--- src/rtl/serv_lsu_pkg.sv ---
// Shared definitions for the serial load/store sequencer: FSM state
// encoding, access size codes and the byte-lane select helper.
package serv_lsu_pkg;

   typedef enum logic [1:0] {
      ST_IDLE  = 2'd0,
      ST_FILL  = 2'd1,
      ST_BUS   = 2'd2,
      ST_DRAIN = 2'd3
   } state_t;

   localparam logic [1:0] SZ_B = 2'b00;
   localparam logic [1:0] SZ_H = 2'b01;
   localparam logic [1:0] SZ_W = 2'b10;

   // Byte lanes touched by an access of the given size at the given offset.
   // Size 11 falls into the word case.
   function automatic logic [3:0] lane_sel(input logic [1:0] size,
                                           input logic [1:0] lsb);
      logic [3:0] sel;
      case (size)
         SZ_B:    sel = 4'b0001 << lsb;
         SZ_H:    sel = lsb[1] ? 4'b1100 : 4'b0011;
         default: sel = 4'b1111;
      endcase
      return sel;
   endfunction

endpackage

--- src/rtl/serv_lsu_align.sv ---
// Load data alignment: shifts the addressed bytes of the bus word down to
// bit 0 and sign- or zero-extends bytes and halfwords to 32 bits.
module serv_lsu_align
   import serv_lsu_pkg::*;
(
   input  logic [31:0] rdt,
   input  logic [1:0]  lsb,
   input  logic [1:0]  size,
   input  logic        sgn,
   output logic [31:0] data
);

   logic [31:0] r;

   // Align to the byte offset, then extend according to size and signedness.
   always_comb begin
      r = rdt >> {lsb, 3'b000};
      case (size)
         SZ_B:    data = {{24{sgn & r[7]}}, r[7:0]};
         SZ_H:    data = {{16{sgn & r[15]}}, r[15:0]};
         default: data = r;
      endcase
   end

endmodule

--- src/rtl/serv_lsu_seq.sv ---
// Serial load/store sequencer. Collects rs2 store data W bits per strobe,
// issues one data-bus cycle, and returns aligned/extended load data W bits
// per strobe. Misaligned requests are rejected without touching the bus.
//
// Bus handshake: o_dbus_cyc is raised on entry to BUS and held, together
// with adr/sel/we/dat, until the first clock edge where i_dbus_ack is seen
// while cyc is already high; cyc drops on that same edge. An ack while cyc
// is low is ignored.
module serv_lsu_seq
   import serv_lsu_pkg::*;
#(
   parameter int BITS_PER_CYCLE = 1,
   parameter int LB = $clog2(BITS_PER_CYCLE)
) (
   input  logic                      i_clk,
   input  logic                      i_rst_n,
   input  logic                      i_start,
   input  logic                      i_we,
   input  logic [1:0]                i_size,
   input  logic                      i_signed,
   input  logic [31:0]               i_adr,
   input  logic [1:0]                i_lsb,
   input  logic                      i_en,
   input  logic [BITS_PER_CYCLE-1:0] i_rs2,
   output logic [BITS_PER_CYCLE-1:0] o_rd,
   output logic                      o_busy,
   output logic                      o_done,
   output logic                      o_misalign,
   output logic                      o_dbus_cyc,
   output logic                      o_dbus_we,
   output logic [31:0]               o_dbus_adr,
   output logic [3:0]                o_dbus_sel,
   output logic [31:0]               o_dbus_dat,
   input  logic [31:0]               i_dbus_rdt,
   input  logic                      i_dbus_ack
);

   localparam int W  = BITS_PER_CYCLE;
   localparam int CW = 5 - LB;

   state_t        state_q, state_d;
   logic          we_q, sgn_q;
   logic [1:0]    size_q, lsb_q;
   logic [31:0]   adr_q;
   logic [31:0]   shreg;
   logic [CW-1:0] cnt_q;
   logic          cyc_q, done_q, mis_q;
   logic [31:0]   load_word;

   logic start_ok, misaligned, cnt_last, ack_ok;

   assign start_ok   = i_start && (state_q == ST_IDLE);
   assign misaligned = ((i_size == SZ_H) && i_lsb[0]) ||
                       (i_size[1] && (i_lsb != 2'b00));
   assign cnt_last   = (cnt_q == {CW{1'b1}});
   assign ack_ok     = cyc_q && i_dbus_ack;

   serv_lsu_align u_align (
      .rdt  (i_dbus_rdt),
      .lsb  (lsb_q),
      .size (size_q),
      .sgn  (sgn_q),
      .data (load_word)
   );

   // State register.
   always_ff @(posedge i_clk) begin
      if (!i_rst_n) state_q <= ST_IDLE;
      else          state_q <= state_d;
   end

   // Next-state logic.
   always_comb begin
      state_d = state_q;
      case (state_q)
         ST_IDLE: begin
            if (i_start && !misaligned)
               state_d = i_we ? ST_FILL : ST_BUS;
         end
         ST_FILL: begin
            if (i_en && cnt_last) state_d = ST_BUS;
         end
         ST_BUS: begin
            if (ack_ok) state_d = we_q ? ST_IDLE : ST_DRAIN;
         end
         ST_DRAIN: begin
            if (i_en && cnt_last) state_d = ST_IDLE;
         end
         default: state_d = ST_IDLE;
      endcase
   end

   // Request latches, step counter, shift register, bus request and pulses.
   always_ff @(posedge i_clk) begin
      if (!i_rst_n) begin
         we_q   <= 1'b0;
         sgn_q  <= 1'b0;
         size_q <= 2'b00;
         lsb_q  <= 2'b00;
         adr_q  <= 32'h0;
         shreg  <= 32'h0;
         cnt_q  <= '0;
         cyc_q  <= 1'b0;
         done_q <= 1'b0;
         mis_q  <= 1'b0;
      end else begin
         done_q <= 1'b0;
         mis_q  <= 1'b0;
         cyc_q  <= (state_d == ST_BUS);
         if (start_ok) begin
            we_q   <= i_we;
            sgn_q  <= i_signed;
            size_q <= i_size;
            lsb_q  <= i_lsb;
            adr_q  <= i_adr;
            cnt_q  <= '0;
            mis_q  <= misaligned;
         end
         case (state_q)
            ST_FILL: begin
               if (i_en) begin
                  shreg <= {i_rs2, shreg[31:W]};
                  cnt_q <= cnt_q + 1'b1;
               end
            end
            ST_BUS: begin
               if (ack_ok) begin
                  if (we_q) done_q <= 1'b1;
                  else      shreg  <= load_word;
               end
            end
            ST_DRAIN: begin
               if (i_en) begin
                  shreg <= {{W{1'b0}}, shreg[31:W]};
                  cnt_q <= cnt_q + 1'b1;
                  if (cnt_last) done_q <= 1'b1;
               end
            end
            default: ;
         endcase
      end
   end

   // Outputs derived from state and latched request fields.
   always_comb begin
      o_busy     = (state_q != ST_IDLE);
      o_rd       = ((state_q == ST_DRAIN) && i_en) ? shreg[W-1:0] : '0;
      o_dbus_sel = (state_q == ST_BUS) ? lane_sel(size_q, lsb_q) : 4'b0000;
      case (size_q)
         SZ_B:    o_dbus_dat = {4{shreg[7:0]}};
         SZ_H:    o_dbus_dat = {2{shreg[15:0]}};
         default: o_dbus_dat = shreg;
      endcase
   end

   assign o_done     = done_q;
   assign o_misalign = mis_q;
   assign o_dbus_cyc = cyc_q;
   assign o_dbus_we  = we_q;
   assign o_dbus_adr = adr_q;

endmodule

--- config.mk ---
export PLATFORM = sky130hd
export DESIGN_NAME = serv_lsu_seq
export DESIGN_NICKNAME = d
export VERILOG_FILES = /design/src/rtl/serv_lsu_pkg.sv /design/src/rtl/serv_lsu_align.sv /design/src/rtl/serv_lsu_seq.sv
export SDC_FILE = /design/constraint.sdc
export NUM_CORES = 1
export LEC_CHECK = 0
export ABC_AREA = 1
export CORE_MARGIN = 10
export CORE_UTILIZATION = 30
export DETAILED_ROUTE_END_ITERATION = 6
export SYNTH_ARGS = -nofsm -noshare
export SYNTH_HDL_FRONTEND = slang
export SYNTH_SLANG_ARGS = --single-unit
export TNS_END_PERCENT = 1
--- constraint.sdc ---
create_clock -name i_clk -period 3 [get_ports i_clk]
set_clock_uncertainty 0.05 [all_clocks]
set_input_delay 0.75 -clock i_clk [delete_from_list [all_inputs] [get_ports i_clk]]
set_output_delay 0.75 -clock i_clk [all_outputs]
set_load 0.03 [all_outputs]
==> results.md, run 1 <==
- DRT Pass-1 Iters: 5
- Post_cts resized: 0
- Tcrit/Tclk final: 0.939
- H-Tree Level Count: 3
- Placeable Area: about 14000 um^2
- #FFs+latches synth: 80
- Mapped Area: approximately 4400 um^2
- Ant. Diodes: 0
- CTS tree: done
- Root Buffer: clkbuf_16
- Die area: between 15000 and 20000 um^2
- Design Area, Final: ~6300 um^2
- Final WS setup: ~0.18 ns
- DRT iter0 DRCs: about 350
- CP Class: flip-flop to primary output
- Crit path required time: roughly 2.2 ns
- Static leakage: 2.54 nW
- Worst Setup Start Kind: flip-flop
- Simple-Gate Fraction of Synth Area: 0.292
- Status: completed
- Hold path depth: 2
- Worst hold path type: flip-flop to flip-flop
- Cell Rows: 44
- Critical Path AT: around 2.0 ns
- Gr usage total: 0.144
- Largest net degree at the start of global routing: 50
- Initial Util: 0.305
- Compound-cell area share of the yosys netlist: 0.224
- Post-synthesis sequential area ratio: 0.364
- Initial antenna violation count: 0
- Fin Hold WS: ~0.42 ns
- Die width: roughly 140 um
- Final Hold Viols: 0
- Maximum VDD drop: approximately 0.45 mV
- Post-synthesis cell count: 669
- Routability-driven placement congestion ratio: between 0.7 and 0.8
- # nets final: approximately 860
- IO Pins: 150
- Cell Count, Final, Fillers Out: between 900 and 1000
- Layout cells sized above 1: 0.0837
- DRC errors left: 0
- Fmax: 0.355 GHz
- Max-cap check violation count: 0
- Syn Area/Cell: approximately 6.6 um^2
- Final setup fails: 0
- Post-DP HPWL: between 10 and 15 mm
- XOR/XNOR Fraction of Synth Area: 0
- PD cells: around 530 nW/um^2
- Vias in the first global route: 4436
- First-pass GRT wire length: about 23 mm
- DRT antenna net count: 0
- Shortest period the worst path allows: around 2.8 ns
- Commonest non-fill, non-tap cells in the layout: nand2_1 (149), clkdlybuf4s50_1 (129), nor2_1 (92), o21ai_0 (83), dfxtp_1 (80)
- # Post-CTS Setup Buffers: 0
- Detailed Route WL: ~15 mm
- Overflow left after global routing: 0
- Syn Nets: 747
- DR WL/cell: between 15 and 20 um
- Commonest non-fill, non-tap cell in the layout: nand2_1
- Clock transition at the registers of the reported paths: about 0.060 ns
- Yosys warnings: 0
- Number of hold buffers added after cts: 0
- Largest family of logic cells by synthesized area: simple AND/OR/NAND/NOR gates
- Dpl cells: about 960
- Slew Limit Fails: 0
- Area share of fa/ha/maj cells after synthesis: 0.00569
- Routed via count: between 4000 and 5000
- Die height: about 140 um
- Clock Sinks: 80
- Via density: roughly 4.7
- CP endpoint kind: primary output
- Mux cell area share after synthesis: 0
- Placed inst area: between 5000 and 6000 um^2
- Area Growth Syn to Fin: 42.3%
- Reg2reg path depth: 7
- Max Root-Sink Buffers: 2
- Tightest Pin Transition: slightly above 0.7 ns
- Clock latency on the worst-skew pair: about 0.35 ns
- Port-buffer cells: between 100 and 150
- TritonCTS Buffers: 9
- Total Negative Setup Slacks: 0 ns
- Total power: 3.33 mW
- Critical Path Fanout Max: between 40 and 50
- Unrepaired setup endpoints after global routing: false
- Slew headroom: 0.518
- Dpl ws: 0.397 ns
- Core Util, Final: 0.433
- Count of cell types in the netlist: 32
state kept, by name (all words and copies together) (netlist names), 2 cells and up:
register    flops
size_q          2
o_dbus_adr     32
cnt_q           5
state_q         2
lsb_q           2
shreg          32
cells in the mapped netlist, drive strengths merged:
cell    number  area, um^2
a31oi        1        6.26
nor2        94         368
nor3         5        25.0
a311oi       1        8.76
ha           2        25.0
o21ai      105         526
inv         38         150
clkbuf      16        61.3
nand4        1        6.26
dfxtp       80        1600
a21oi       72         364
buf         40         278
or2          1        6.26
nand2      152         593
clkinv       1        8.76
o22ai        1        6.26
nand3       49         285
a211oi       2        15.0
o211ai       8        60.1
power breakdown:
| group | switching (mW) | leakage, nW | internal [mW] |
|---|---|---|---|
| clock network | 0.473 | 0.172 | 0.824 |
| registers | 0.0505 | 0.656 | 1.14 |
| logic | 0.505 | 1.71 | 0.345 |
critical path: stages (launching register included):
cell and delay [ns]:
dfxtp_1 0.34, buf_6 0.20, nor2_1 0.15, inv_2 0.10, o211ai_1 0.17, clkdlybuf4s50_1 0.70
cell families after synthesis:
kind of cell,after synthesis
AND/OR/NAND/NOR,302
adder cells (fa/ha/maj),2
AO/OA/AOI/OAI,190
flip-flops,80
buffers and inverters,95
metal layers:
layer | wire length [um] | global-route usage | vias up
li1 | - | - | 2431
met1 | 6010 | 0.166 | 2039
met2 | 7330 | 0.242 | 111
met3 | 1140 | 0.0584 | 9
met4 | 131 | 0.0370 | 0
met5 | 0 | 0 | -
final timing paths:
check	startpoint	to	slack, ns
max	size_q[1]	o_dbus_dat[26]	0.18
min	cnt_q[4]	cnt_q[4]	0.42
min reg2reg	cnt_q[4]	cnt_q[4]	0.42
max reg2reg	state_q[0]	shreg[31]	1.00
layout make-up:
type / instances / area [um^2]
Tap cell: 184 / 230
Inverter: 39 / 159
Timing Repair Buffer: 160 / 1610
Clock inverter: 7 / 128
Sequential cell: 80 / 1600
Clock buffer: 9 / 225
Fill cell: 1580 / 8170
Multi-Input combinational cell: 494 / 2290
No activity file was read; power rests on OpenSTA's default activity.
==> inputs of run 2 (changes only) <==
CORE_MARGIN = default   (was 10)
CTS_CLUSTER_DIAMETER = 100   (was default)
==> results.md, run 2 (synthesized netlist as in run 1, its figures left out) <==
- Core Util, Final: 0.436 (was 0.433)
- Placed inst area: 5840 um^2 (was 5890 um^2)
- Port-buffer cells: 149 (unchanged)
- Slowest cell on crit path: clkdlybuf4s50_1 (unchanged)
- Clock Sinks: 80 (unchanged)
- Vias in the first global route: 4496 (was 4436)
- Part of the power in combinational logic: 0.274 (was 0.255)
- DR WL/cell: 14.0 um (was 15.0 um)
- Largest stage delay on the critical path: 0.76 ns (was 0.70 ns)
- DRT Pass-1 Iters: 5 (unchanged)
- Commonest non-fill, non-tap cells in the layout: nand2_1 (149), clkdlybuf4s50_1 (129), nor2_1 (92), o21ai_0 (83), dfxtp_1 (80) (unchanged)
- Clock transition at the registers of the reported paths: 0.07 ns (was 0.06 ns)
- Post-DP HPWL: 9.99 mm (was 11.0 mm)
- Max Root-Sink Buffers: 2 (unchanged)
- Status: completed (unchanged)
- Gr usage total: 0.184 (was 0.144)
- Sw frac: 0.330 (was 0.308)
- Max-cap check violation count: 0 (unchanged)
- Final setup fails: 0 (unchanged)
- Crit path required time: 2.20 ns (about the same)
- CP endpoint kind: primary output (unchanged)
- Initial Util: 0.312 (was 0.305)
- Crit-path cells: buf_6 > nand2_1 > o21ai_0 > clkdlybuf4s50_1 (was buf_6 > nor2_1 > inv_2 > o211ai_1 > clkdlybuf4s50_1)
- Critical Path Fanout Max: 40 (was 41)
- Clock latency on the worst-skew pair: 0.33 ns (was 0.35 ns)
- Static leakage: 2.51 nW (was 2.54 nW)
- Fin Hold WS: 0.421 ns (was 0.419 ns)
- Fmax: 0.344 GHz (was 0.355 GHz)
- Routed via count: 4720 (was 4590)
- Via density: 4.87 (was 4.72)
- Sequential cell fraction of total power: 0.384 (was 0.356)
- Die height: 123 um (was 141 um)
- Tightest Pin Transition: 0.731 ns (was 0.722 ns)
- PD cells: 503 nW/um^2 (was 533 nW/um^2)
- Largest net degree at the start of global routing: 51 (was 50)
- DRT iter0 DRCs: 305 (was 349)
- Overflow left after global routing: 0 (unchanged)
- Maximum VDD drop: 0.253 mV (was 0.454 mV)
- Cell Rows: 43 (was 44)
- Count of buffer and inverter cells on the critical path: 2 (was 3)
- First-pass GRT wire length: 22.0 mm (was 23.2 mm)
- DRT antenna net count: 0 (unchanged)
- Worst hold path type: flip-flop to flip-flop (unchanged)
- CP Class: flip-flop to primary output (unchanged)
- Initial antenna violation count: 0 (unchanged)
- Commonest non-fill, non-tap cell in the layout: nand2_1 (unchanged)
- DRC errors left: 0 (unchanged)
- Routability-driven placement congestion ratio: 0.792 (was 0.779)
- Switching power: 1.02 mW (was 1.03 mW)
- TritonCTS Buffers: 9 (unchanged)
- Unrepaired setup endpoints after global routing: false (unchanged)
- Ant. Diodes: 0 (unchanged)
- IO Pins: 150 (unchanged)
- Area Growth Syn to Fin: 40.0% (was 42.3%)
- Root Buffer: clkbuf_16 (unchanged)
- Slew headroom: 0.512 (was 0.518)
- Worst Setup Start Kind: flip-flop (unchanged)
- Layout cells sized above 1: 0.0824 (was 0.0837)
- CTS tree: done (unchanged)
- H-Tree Level Count: 3 (unchanged)
- Number of hold buffers added after cts: 0 (unchanged)
- Design Area, Final: 6150 um^2 (was 6250 um^2)
- Critical Path AT: 2.10 ns (was 2.02 ns)
- Top Family by Delay on Critical Path: buffers and inverters (unchanged)
- Die width: 123 um (was 141 um)
- Dpl ws: 0.245 ns (was 0.397 ns)
- Final WS setup: 0.0963 ns (was 0.183 ns)
- # nets final: 862 (unchanged)
- Slew Limit Fails: 0 (unchanged)
- Placeable Area: 14100 um^2 (was 14400 um^2)
- Detailed Route WL: 13.6 mm (was 14.6 mm)
- Total Negative Setup Slacks: 0 ns (unchanged)
- Clock power frac: 0.342 (was 0.389)
- Tcrit/Tclk final: 0.968 (was 0.939)
- Int Pwr: 2.07 mW (was 2.31 mW)
- Die area: 15100 um^2 (was 19900 um^2)
- Final Hold Viols: 0 (unchanged)
- Shortest period the worst path allows: 2.90 ns (was 2.82 ns)
[run 2: routing by layer]
| layer | vias up | GRT usage | part of all wire |
|---|---|---|---|
| met5 | - | 0 | 0 |
| met1 | 2157 | 0.232 | 0.44 |
| met3 | 14 | 0.0355 | 0.046 |
| met2 | 125 | 0.322 | 0.50 |
| met4 | 0 | 0.0459 | 0.014 |
| li1 | 2424 | - | - |
[run 2: worst reg2reg max path: cells and delay by family, from the launching register on]
family | cells | cell delay, ns
flops | 1 | 0.35
compound gates | 1 | 0.21
buf+inv | 2 | 0.38
simple gates | 5 | 0.86
[run 2: worst paths after layout]
kind | end | slack, ns | cells past startpoint | from
max | o_dbus_dat[23] | 0.1 | 4 | size_q[1]
min | cnt_q[4] | 0.42 | 2 | cnt_q[4]
max reg2reg | shreg[0] | 1.05 | 8 | state_q[1]
min reg2reg | cnt_q[4] | 0.42 | 2 | cnt_q[4]
[run 2: what timing repair did]
action / CTS / global route
buffers inserted: 2 / 0
hold endpoints to repair: 0 / 0
setup endpoints to repair: 3 / 2
resized for setup: 1 / 2
[run 2: per-stage QoR]
step / cells / power, mW
after floorplan: 669 / 1.73
after global placement: 951 / 2.04
after detailed placement: 951 / 2.05
after CTS: 969 / 3.13
after global routing: 969 / 3.27
final: 969 / 3.09
[run 2: area by class of cell]
class / count / area, um^2
clock buffers: 10 / 239
multi-input cells: 494 / 2290
clock inverters: 6 / 47.5
inverters: 39 / 163
well taps: 180 / 225
repair buffers: 160 / 1580
fillers: 1474 / 7950
flip-flops and latches: 80 / 1600
[run 2: power groups by stage]
stage	combinational (mW)	clock [mW]	sequential, mW
final	0.849	1.06	1.19
after global routing	0.930	1.14	1.20
after CTS	0.852	1.09	1.19
after detailed placement	0.843	0	1.21
after global placement	0.832	0	1.21
after floorplan	0.447	0	1.28
==> inputs of run 3 (changes only) <==
CORE_MARGIN = 1   (was default)
CTS_CLUSTER_SIZE = 12   (was default)
==> results of run 3 <==
Final layout, timing and power as in run 2 (identical DEF).
